--- config.mk ---
export PLATFORM = sky130hd
export DESIGN_NAME = alu_sequencer_flat
export DESIGN_NICKNAME = d
export VERILOG_FILES = /design/src/rtl/alu_pkg.sv /design/src/rtl/alu_sequencer_if.sv /design/src/rtl/alu_sequencer.sv /design/src/flat_wrapper.sv
export SDC_FILE = /design/constraint.sdc
export NUM_CORES = 1
export LEC_CHECK = 0
export BUFFER_PORTS_ARGS = -buffer_cell sky130_fd_sc_hd__buf_2
export CAP_MARGIN = 20
export CORE_MARGIN = 2
export CORE_UTILIZATION = 45
export DETAILED_ROUTE_END_ITERATION = 8
export HOLD_SLACK_MARGIN = 0.03
export PLACE_DENSITY = 0.74
export SETUP_SLACK_MARGIN = 0.02
export SLEW_MARGIN = 20
export SYNTH_ARGS = -nofsm -noshare
export SYNTH_HDL_FRONTEND = slang
export SYNTH_SLANG_ARGS = --single-unit
--- constraint.sdc ---
create_clock -name clock -period 1.9 [get_ports clock]
set_input_delay 0 -clock clock [delete_from_list [all_inputs] [get_ports clock]]
set_output_delay 0 -clock clock [all_outputs]
set_load 0.02 [all_outputs]
--- src/rtl/alu_pkg.sv ---
// Definitions shared by the ALU and its sequencer: opcode encoding, opcode
// classification helpers and the sequencer state enumeration.
package alu_pkg;

    typedef enum logic [4:0] {
        OP_AND  = 5'd0,
        OP_OR   = 5'd1,
        OP_NOT  = 5'd2,
        OP_NEG  = 5'd3,
        OP_ADD  = 5'd4,
        OP_SUB  = 5'd5,
        OP_MUL  = 5'd6,
        OP_DIV  = 5'd7,
        OP_SHR  = 5'd8,
        OP_SHRA = 5'd9,
        OP_SHL  = 5'd10,
        OP_ROR  = 5'd11,
        OP_ROL  = 5'd12
    } opcode_e;

    localparam logic [4:0] OP_MAX_LEGAL = 5'd12;

    typedef enum logic [1:0] {
        ST_IDLE,
        ST_EXEC,
        ST_RSP_LO,
        ST_RSP_HI
    } state_e;

    function automatic logic op_is_legal(input logic [4:0] op);
        return op <= OP_MAX_LEGAL;
    endfunction

    // Wide ops return 64 significant bits (DIV: quotient in LO, remainder in HI).
    function automatic logic op_is_wide(input logic [4:0] op);
        return (op == OP_MUL) || (op == OP_DIV);
    endfunction

endpackage

--- src/rtl/alu_sequencer_if.sv ---
// Request and response handshakes of the ALU sequencer. The master side
// issues requests and consumes response beats; the sequencer is the slave.
interface alu_sequencer_if;

    logic        req_valid;
    logic        req_ready;
    logic [4:0]  req_opcode;
    logic [31:0] req_a;
    logic [31:0] req_b;

    logic        rsp_valid;
    logic        rsp_ready;
    logic [31:0] rsp_data;
    logic        rsp_last;
    logic        rsp_err;

    modport master (
        output req_valid, req_opcode, req_a, req_b, rsp_ready,
        input  req_ready, rsp_valid, rsp_data, rsp_last, rsp_err
    );

    modport slave (
        input  req_valid, req_opcode, req_a, req_b, rsp_ready,
        output req_ready, rsp_valid, rsp_data, rsp_last, rsp_err
    );

endinterface

--- src/rtl/alu_sequencer.sv ---
// Drives one operation at a time into the combinational ALU, waits ALU_LATENCY
// edges, captures the result and returns it as one or two response beats.
module alu_sequencer
    import alu_pkg::*;
#(
    parameter int unsigned ALU_LATENCY = 1
) (
    input  logic               clock,
    input  logic               clear,
    alu_sequencer_if.slave     bus,
    output logic [31:0]        alu_a,
    output logic [31:0]        alu_b,
    output logic [4:0]         alu_opcode,
    input  logic [63:0]        alu_result,
    output logic [31:0]        hi_out,
    output logic [31:0]        lo_out,
    output logic               busy
);

    localparam logic [3:0] CNT_INIT = 4'(ALU_LATENCY - 1);

    state_e      state_q, state_d;
    logic [31:0] a_q, a_d;
    logic [31:0] b_q, b_d;
    logic [4:0]  op_q, op_d;
    logic [63:0] z_q, z_d;
    logic [31:0] hi_q, hi_d;
    logic [31:0] lo_q, lo_d;
    logic [3:0]  cnt_q, cnt_d;
    logic        err_q, err_d;
    logic        wide;

    assign wide = op_is_wide(op_q);

    always_comb begin
        // NOTE: every signal written here gets a default first, so no path can infer a latch.
        state_d        = state_q;
        a_d            = a_q;
        b_d            = b_q;
        op_d           = op_q;
        z_d            = z_q;
        hi_d           = hi_q;
        lo_d           = lo_q;
        cnt_d          = cnt_q;
        err_d          = err_q;
        bus.req_ready  = 1'b0;
        bus.rsp_valid  = 1'b0;
        bus.rsp_data   = z_q[31:0];
        bus.rsp_last   = 1'b0;
        bus.rsp_err    = 1'b0;

        unique case (state_q)
            ST_IDLE: begin
                bus.req_ready = 1'b1;
                if (bus.req_valid) begin
                    a_d     = bus.req_a;
                    b_d     = bus.req_b;
                    op_d    = bus.req_opcode;
                    cnt_d   = CNT_INIT;
                    state_d = ST_EXEC;
                end
            end
            ST_EXEC: begin
                if (cnt_q == 4'd0) begin
                    // Illegal opcodes yield a zero result rather than whatever the ALU drives.
                    z_d   = op_is_legal(op_q) ? alu_result : 64'd0;
                    err_d = !op_is_legal(op_q);
                    if (wide) begin
                        lo_d = alu_result[31:0];
                        hi_d = alu_result[63:32];
                    end
                    state_d = ST_RSP_LO;
                end else begin
                    cnt_d = cnt_q - 4'd1;
                end
            end
            ST_RSP_LO: begin
                bus.rsp_valid = 1'b1;
                bus.rsp_data  = z_q[31:0];
                bus.rsp_last  = !wide;
                bus.rsp_err   = err_q;
                if (bus.rsp_ready) begin
                    state_d = wide ? ST_RSP_HI : ST_IDLE;
                end
            end
            ST_RSP_HI: begin
                bus.rsp_valid = 1'b1;
                bus.rsp_data  = z_q[63:32];
                bus.rsp_last  = 1'b1;
                bus.rsp_err   = err_q;
                if (bus.rsp_ready) begin
                    state_d = ST_IDLE;
                end
            end
            default: state_d = ST_IDLE;
        endcase
    end

    always_ff @(posedge clock or negedge clear) begin
        if (!clear) begin
            state_q <= ST_IDLE;
            a_q     <= '0;
            b_q     <= '0;
            op_q    <= '0;
            z_q     <= '0;
            hi_q    <= '0;
            lo_q    <= '0;
            cnt_q   <= '0;
            err_q   <= 1'b0;
        end else begin
            // NOTE: non-blocking assignments keep every register sampling pre-edge values.
            state_q <= state_d;
            a_q     <= a_d;
            b_q     <= b_d;
            op_q    <= op_d;
            z_q     <= z_d;
            hi_q    <= hi_d;
            lo_q    <= lo_d;
            cnt_q   <= cnt_d;
            err_q   <= err_d;
        end
    end

    assign alu_a      = a_q;
    assign alu_b      = b_q;
    assign alu_opcode = op_q;
    assign hi_out     = hi_q;
    assign lo_out     = lo_q;
    assign busy       = (state_q != ST_IDLE);

endmodule
--- src/flat_wrapper.sv ---
// flat-port wrapper written by rule: the top's interface ports become plain ports
module alu_sequencer_flat import alu_pkg::*;
#(
    parameter int unsigned ALU_LATENCY = 1
)
  (clock, clear, alu_a, alu_b, alu_opcode, alu_result, hi_out, lo_out, busy, bus_req_valid, bus_req_opcode, bus_req_a, bus_req_b, bus_rsp_ready, bus_req_ready, bus_rsp_valid, bus_rsp_data, bus_rsp_last, bus_rsp_err);
  alu_sequencer_if bus_i ();
  input  logic clock;
  input  logic clear;
  output logic [31:0] alu_a;
  output logic [31:0] alu_b;
  output logic [4:0] alu_opcode;
  input  logic [63:0] alu_result;
  output logic [31:0] hi_out;
  output logic [31:0] lo_out;
  output logic busy;
  input wire logic [$bits(bus_i.req_valid)-1:0] bus_req_valid;
  input wire logic [$bits(bus_i.req_opcode)-1:0] bus_req_opcode;
  input wire logic [$bits(bus_i.req_a)-1:0] bus_req_a;
  input wire logic [$bits(bus_i.req_b)-1:0] bus_req_b;
  input wire logic [$bits(bus_i.rsp_ready)-1:0] bus_rsp_ready;
  output wire logic [$bits(bus_i.req_ready)-1:0] bus_req_ready;
  output wire logic [$bits(bus_i.rsp_valid)-1:0] bus_rsp_valid;
  output wire logic [$bits(bus_i.rsp_data)-1:0] bus_rsp_data;
  output wire logic [$bits(bus_i.rsp_last)-1:0] bus_rsp_last;
  output wire logic [$bits(bus_i.rsp_err)-1:0] bus_rsp_err;
  assign bus_i.req_valid = bus_req_valid;
  assign bus_i.req_opcode = bus_req_opcode;
  assign bus_i.req_a = bus_req_a;
  assign bus_i.req_b = bus_req_b;
  assign bus_i.rsp_ready = bus_rsp_ready;
  assign bus_req_ready = bus_i.req_ready;
  assign bus_rsp_valid = bus_i.rsp_valid;
  assign bus_rsp_data = bus_i.rsp_data;
  assign bus_rsp_last = bus_i.rsp_last;
  assign bus_rsp_err = bus_i.rsp_err;
  alu_sequencer #(.ALU_LATENCY(ALU_LATENCY)) u_core (.clock(clock), .clear(clear), .bus(bus_i), .alu_a(alu_a), .alu_b(alu_b), .alu_opcode(alu_opcode), .alu_result(alu_result), .hi_out(hi_out), .lo_out(lo_out), .busy(busy));
endmodule
==> results.sh <==
export IMPL_run_status="finished, final reports clean"
export IMPL_nFillCells=1149
export IMPL_crit_path_max_fanout=23
export IMPL_gpl_final_weighted_congestion=0.7812
export IMPL_htree_levels=1
export IMPL_core_region_area_um2=17360
export IMPL_layout_area_seq_um2=5107
export IMPL_vdd_ir_drop_max_mv=1.280
export IMPL_firstDrtPassIters=4
export IMPL_clock_tree_from_tritoncts="built"
export IMPL_port_buffer_count=306
export IMPL_timing_rr_start="u_core.cnt_q[1]$_DFFE_PN0P_"
export IMPL_skew_ns=0.008746
export IMPL_synth_edff_count=0
export IMPL_report_final_setup_viol=0
export IMPL_grt_max_degree=70
export IMPL_initial_utilization_pct=46.04
export IMPL_starting_drt_drc_count=255
export IMPL_p_total_w=0.02166
export IMPL_min_period_over_period_pct=96.00
export IMPL_report_final_hold_viol_count=0
export IMPL_clock_latency_ns=0.49
export IMPL_critical_path_class="flip-flop to flip-flop"
export IMPL_post_synth_arst_share_pct=100.0
export IMPL_post_synth_main_area_contributors="sky130_fd_sc_hd__dfrtp_1 64%, sky130_fd_sc_hd__mux2_2 23%, sky130_fd_sc_hd__a22o_1 7.0%, sky130_fd_sc_hd__buf_2 1.3%, sky130_fd_sc_hd__buf_6 0.70%"
export IMPL_maxSlewHeadroom_pct=68.68
export IMPL_synth_top_cell_by_area="sky130_fd_sc_hd__dfrtp_1"
export IMPL_start_kind="flip-flop"
export IMPL_finish_cell_count_without_fillers=1202
export IMPL_netSwitchingFraction_pct=37.18
export IMPL_synth_net_count=646
export IMPL_end_kind="flip-flop"
export IMPL_max_cap_viol_count=0
export IMPL_power_frac_clock_pct=21.0
export IMPL_combPwrFrac_pct=43.3
export IMPL_report_final_slew_viol_count=0
export IMPL_antenna_diodes=0
export IMPL_hold_slack_ns=0.06935
export IMPL_post_route_cell_area_um2=12140
export IMPL_rows=48
export IMPL_routed_via_density=5.066
export IMPL_grt_pass1_wl_um=34220
export IMPL_drt_drc_violations_left=0
export IMPL_die_h_um=137.3
export IMPL_clk_root_buffer_cell="sky130_fd_sc_hd__clkbuf_16"
export IMPL_dp_cells=1021
export IMPL_r2r_worst_path_cells=7
export IMPL_antenna_left=0
export IMPL_power_density_nw_per_um2=1784
export IMPL_grt_setup_unrepaired="true"
export IMPL_area_growth_pct=51.90
export IMPL_ys_dominant_reg_cell="sky130_fd_sc_hd__dfrtp_1"
export IMPL_finalNetCount=1101
export IMPL_global_route_usage_total_pct=23.41
export IMPL_die_area_um2=18840
export IMPL_netlist_top_cells_count="204 x sky130_fd_sc_hd__dfrtp_1, 166 x sky130_fd_sc_hd__mux2_2, 64 x sky130_fd_sc_hd__a22o_1"
export IMPL_synth_seq_cells=204
export IMPL_totalWireLength_um=22600
export IMPL_power_leakage_nw=5.920
export IMPL_design_portCount=307
export IMPL_grt_overflow_total=0
export IMPL_accumulated_negative_setup_slack_ns=0
export IMPL_multi_input_comb_area_um2=2695
export IMPL_netlist_instances=508
export IMPL_vias_in_the_first_global_route=6570
export IMPL_clock_sinks=204
export IMPL_cts_buffers_inserted=22
export IMPL_final_period_minus_worst_setup_slack_ns=1.824
export IMPL_worstHoldPathType="primary input to asynchronous set/reset pin"
export IMPL_p_switching_w=0.008051
export IMPL_critPathRequiredTime_ns=2.33
export IMPL_share_of_total_power_in_sequential_cells_pct=35.7
export IMPL_post_dp_hpwl_um=13300
export IMPL_dpl_cell_area_um2=9852
export IMPL_synthMostInstantiatedCell="sky130_fd_sc_hd__dfrtp_1"
export IMPL_netlist_area_um2=7991
export IMPL_max_clock_path_buffers=3
export IMPL_synth_distinct_cells=30
export IMPL_regToRegSetupSlack_ns=0.08
export IMPL_intPower_w=0.01361
export IMPL_initial_antenna_violation_count=0
export IMPL_worst_ep_arrival_time_ns=2.25
export IMPL_postSynthAreaPerCell_um2=15.73
export IMPL_vias=6089
export IMPL_synth_seq_area_share_pct=63.88
export IMPL_max_freq_ghz=0.5483
export IMPL_max_slew_worst_pin_slew_ns=0.4697
export IMPL_ys_warn_count=0
export IMPL_routed_wire_length_per_instance_um=18.80
export IMPL_worst_setup_hold_path_clk_slew_ns=0.06
export IMPL_die_span_in_x_um=137.3
export IMPL_yosysTopAreaCellShare_pct=63.88
export IMPL_reg_to_reg_end="u_core.z_q[53]$_DFFE_PN0P_"
export IMPL_fraction_of_layout_instances_using_a_drive_strength_above_1_pct=55.37
==> layout make-up <==
type / count / share of cell area (%)
Sequential cell: 204 / 42.07
Tap cell: 225 / 2.319
Inverter: 7 / 0.2165
Clock buffer: 31 / 5.566
Multi-Input combinational cell: 265 / 22.20
Clock inverter: 7 / 0.9483
Timing Repair Buffer: 463 / 26.68
==> power groups by stage <==
| stage | logic [W] | clock network, W | registers, W |
|---|---|---|---|
| after global placement | 0.00873 | 0 | 0.00759 |
| after detailed placement | 0.00890 | 0 | 0.00767 |
| after floorplan | 0.00407 | 0 | 0.00935 |
| after global routing | 0.00998 | 0.00480 | 0.00797 |
| final | 0.00937 | 0.00456 | 0.00773 |
| after CTS | 0.00927 | 0.00464 | 0.00765 |
==> registers in the layout, indices dropped and copies added (netlist names) <==
name and cells:
u_core.alu_a 32, u_core.alu_b 32, u_core.alu_opcode 5, u_core.cnt_q 4
u_core.err_q 1, u_core.hi_out 32, u_core.lo_out 32, u_core.state_q 2
u_core.z_q 64
==> placed cells by master, fill, tap and decap left out, types with 2 or more instances in the layout <==
cell,synthesis,layout
sky130_fd_sc_hd__inv_1,7,7
sky130_fd_sc_hd__nor3_1,2,2
sky130_fd_sc_hd__buf_2,20,305
sky130_fd_sc_hd__o21ai_0,4,4
sky130_fd_sc_hd__buf_16,0,2
sky130_fd_sc_hd__clkbuf_16,0,24
sky130_fd_sc_hd__a22o_1,64,64
sky130_fd_sc_hd__dlygate4sd3_1,0,135
sky130_fd_sc_hd__a21oi_1,6,6
sky130_fd_sc_hd__dfrtp_1,204,202
sky130_fd_sc_hd__bufinv_16,0,3
sky130_fd_sc_hd__nor2_1,2,2
sky130_fd_sc_hd__clkinv_2,0,2
sky130_fd_sc_hd__or4_1,2,2
sky130_fd_sc_hd__clkbuf_8,0,8
sky130_fd_sc_hd__buf_4,1,8
sky130_fd_sc_hd__mux2_2,166,166
sky130_fd_sc_hd__buf_12,0,9
sky130_fd_sc_hd__nor2b_1,2,2
sky130_fd_sc_hd__dfrtp_2,0,2
sky130_fd_sc_hd__clkinvlp_4,0,2
==> metrics by stage <==
stage,setup WS [ns],util (%)
finish,0.07603,69.94
global route,-0.007998,69.94
CTS,0.01140,69.59
detailed placement,0.02758,56.76
global placement,0.08556,56.76
floorplan,0.1838,-
==> metal layers <==
| metal | up-vias | track usage (%) | share of wire, % |
|---|---|---|---|
| met5 | - | 0 | 0 |
| met4 | 0 | 8.877 | 3.6 |
| met3 | 55 | 4.489 | 5.1 |
| met2 | 196 | 41.40 | 51 |
| met1 | 3062 | 28.30 | 40 |
| li1 | 2776 | - | - |
==> worst max path at each step <==
stage / from / end / cells after the start / slack, ns
2_1_floorplan: u_core.cnt_q[0]$_DFFE_PN0P_ / u_core.z_q[10]$_DFFE_PN0P_ / 7 / 0.18
3_3_place_gp: u_core.cnt_q[0]$_DFFE_PN0P_ / u_core.z_q[20]$_DFFE_PN0P_ / 6 / 0.09
3_5_place_dp: u_core.cnt_q[0]$_DFFE_PN0P_ / u_core.z_q[37]$_DFFE_PN0P_ / 6 / 0.03
4_1_cts: u_core.cnt_q[0]$_DFFE_PN0P_ / u_core.z_q[5]$_DFFE_PN0P_ / 7 / 0.01
5_1_grt: u_core.cnt_q[1]$_DFFE_PN0P_ / u_core.z_q[53]$_DFFE_PN0P_ / 7 / -0.008
6_report: u_core.cnt_q[1]$_DFFE_PN0P_ / u_core.z_q[53]$_DFFE_PN0P_ / 7 / 0.08
==> critical path: stages (launching register included) <==
cell                      delay, ns
sky130_fd_sc_hd__dfrtp_1       0.39
sky130_fd_sc_hd__inv_1         0.06
sky130_fd_sc_hd__ha_1          0.18
sky130_fd_sc_hd__or3b_4        0.42
sky130_fd_sc_hd__nor4_4        0.18
sky130_fd_sc_hd__buf_4         0.19
sky130_fd_sc_hd__buf_12        0.17
sky130_fd_sc_hd__a22o_1        0.15
==> cells by family after synthesis <==
logic type | after synthesis | synth area share (%)
muxes | 166 | 23.39
AOI/OAI and AO/OA | 77 | 7.954
DFF | 204 | 63.88
buffers and inverters | 39 | 2.662
adders and majority gates | 1 | 0.1565
and+or+nand+nor | 21 | 1.957
==> what timing repair did <==
item                                   CTS  global route
resized for setup                        4             6
pin swaps                                2             0
setup endpoints to repair               40            75
hold buffers                           135             0
cloned                                   2             1
endpoints found under the hold margin  403             0
setup buffers                            2             3
No activity file was read; power rests on OpenSTA's default activity.
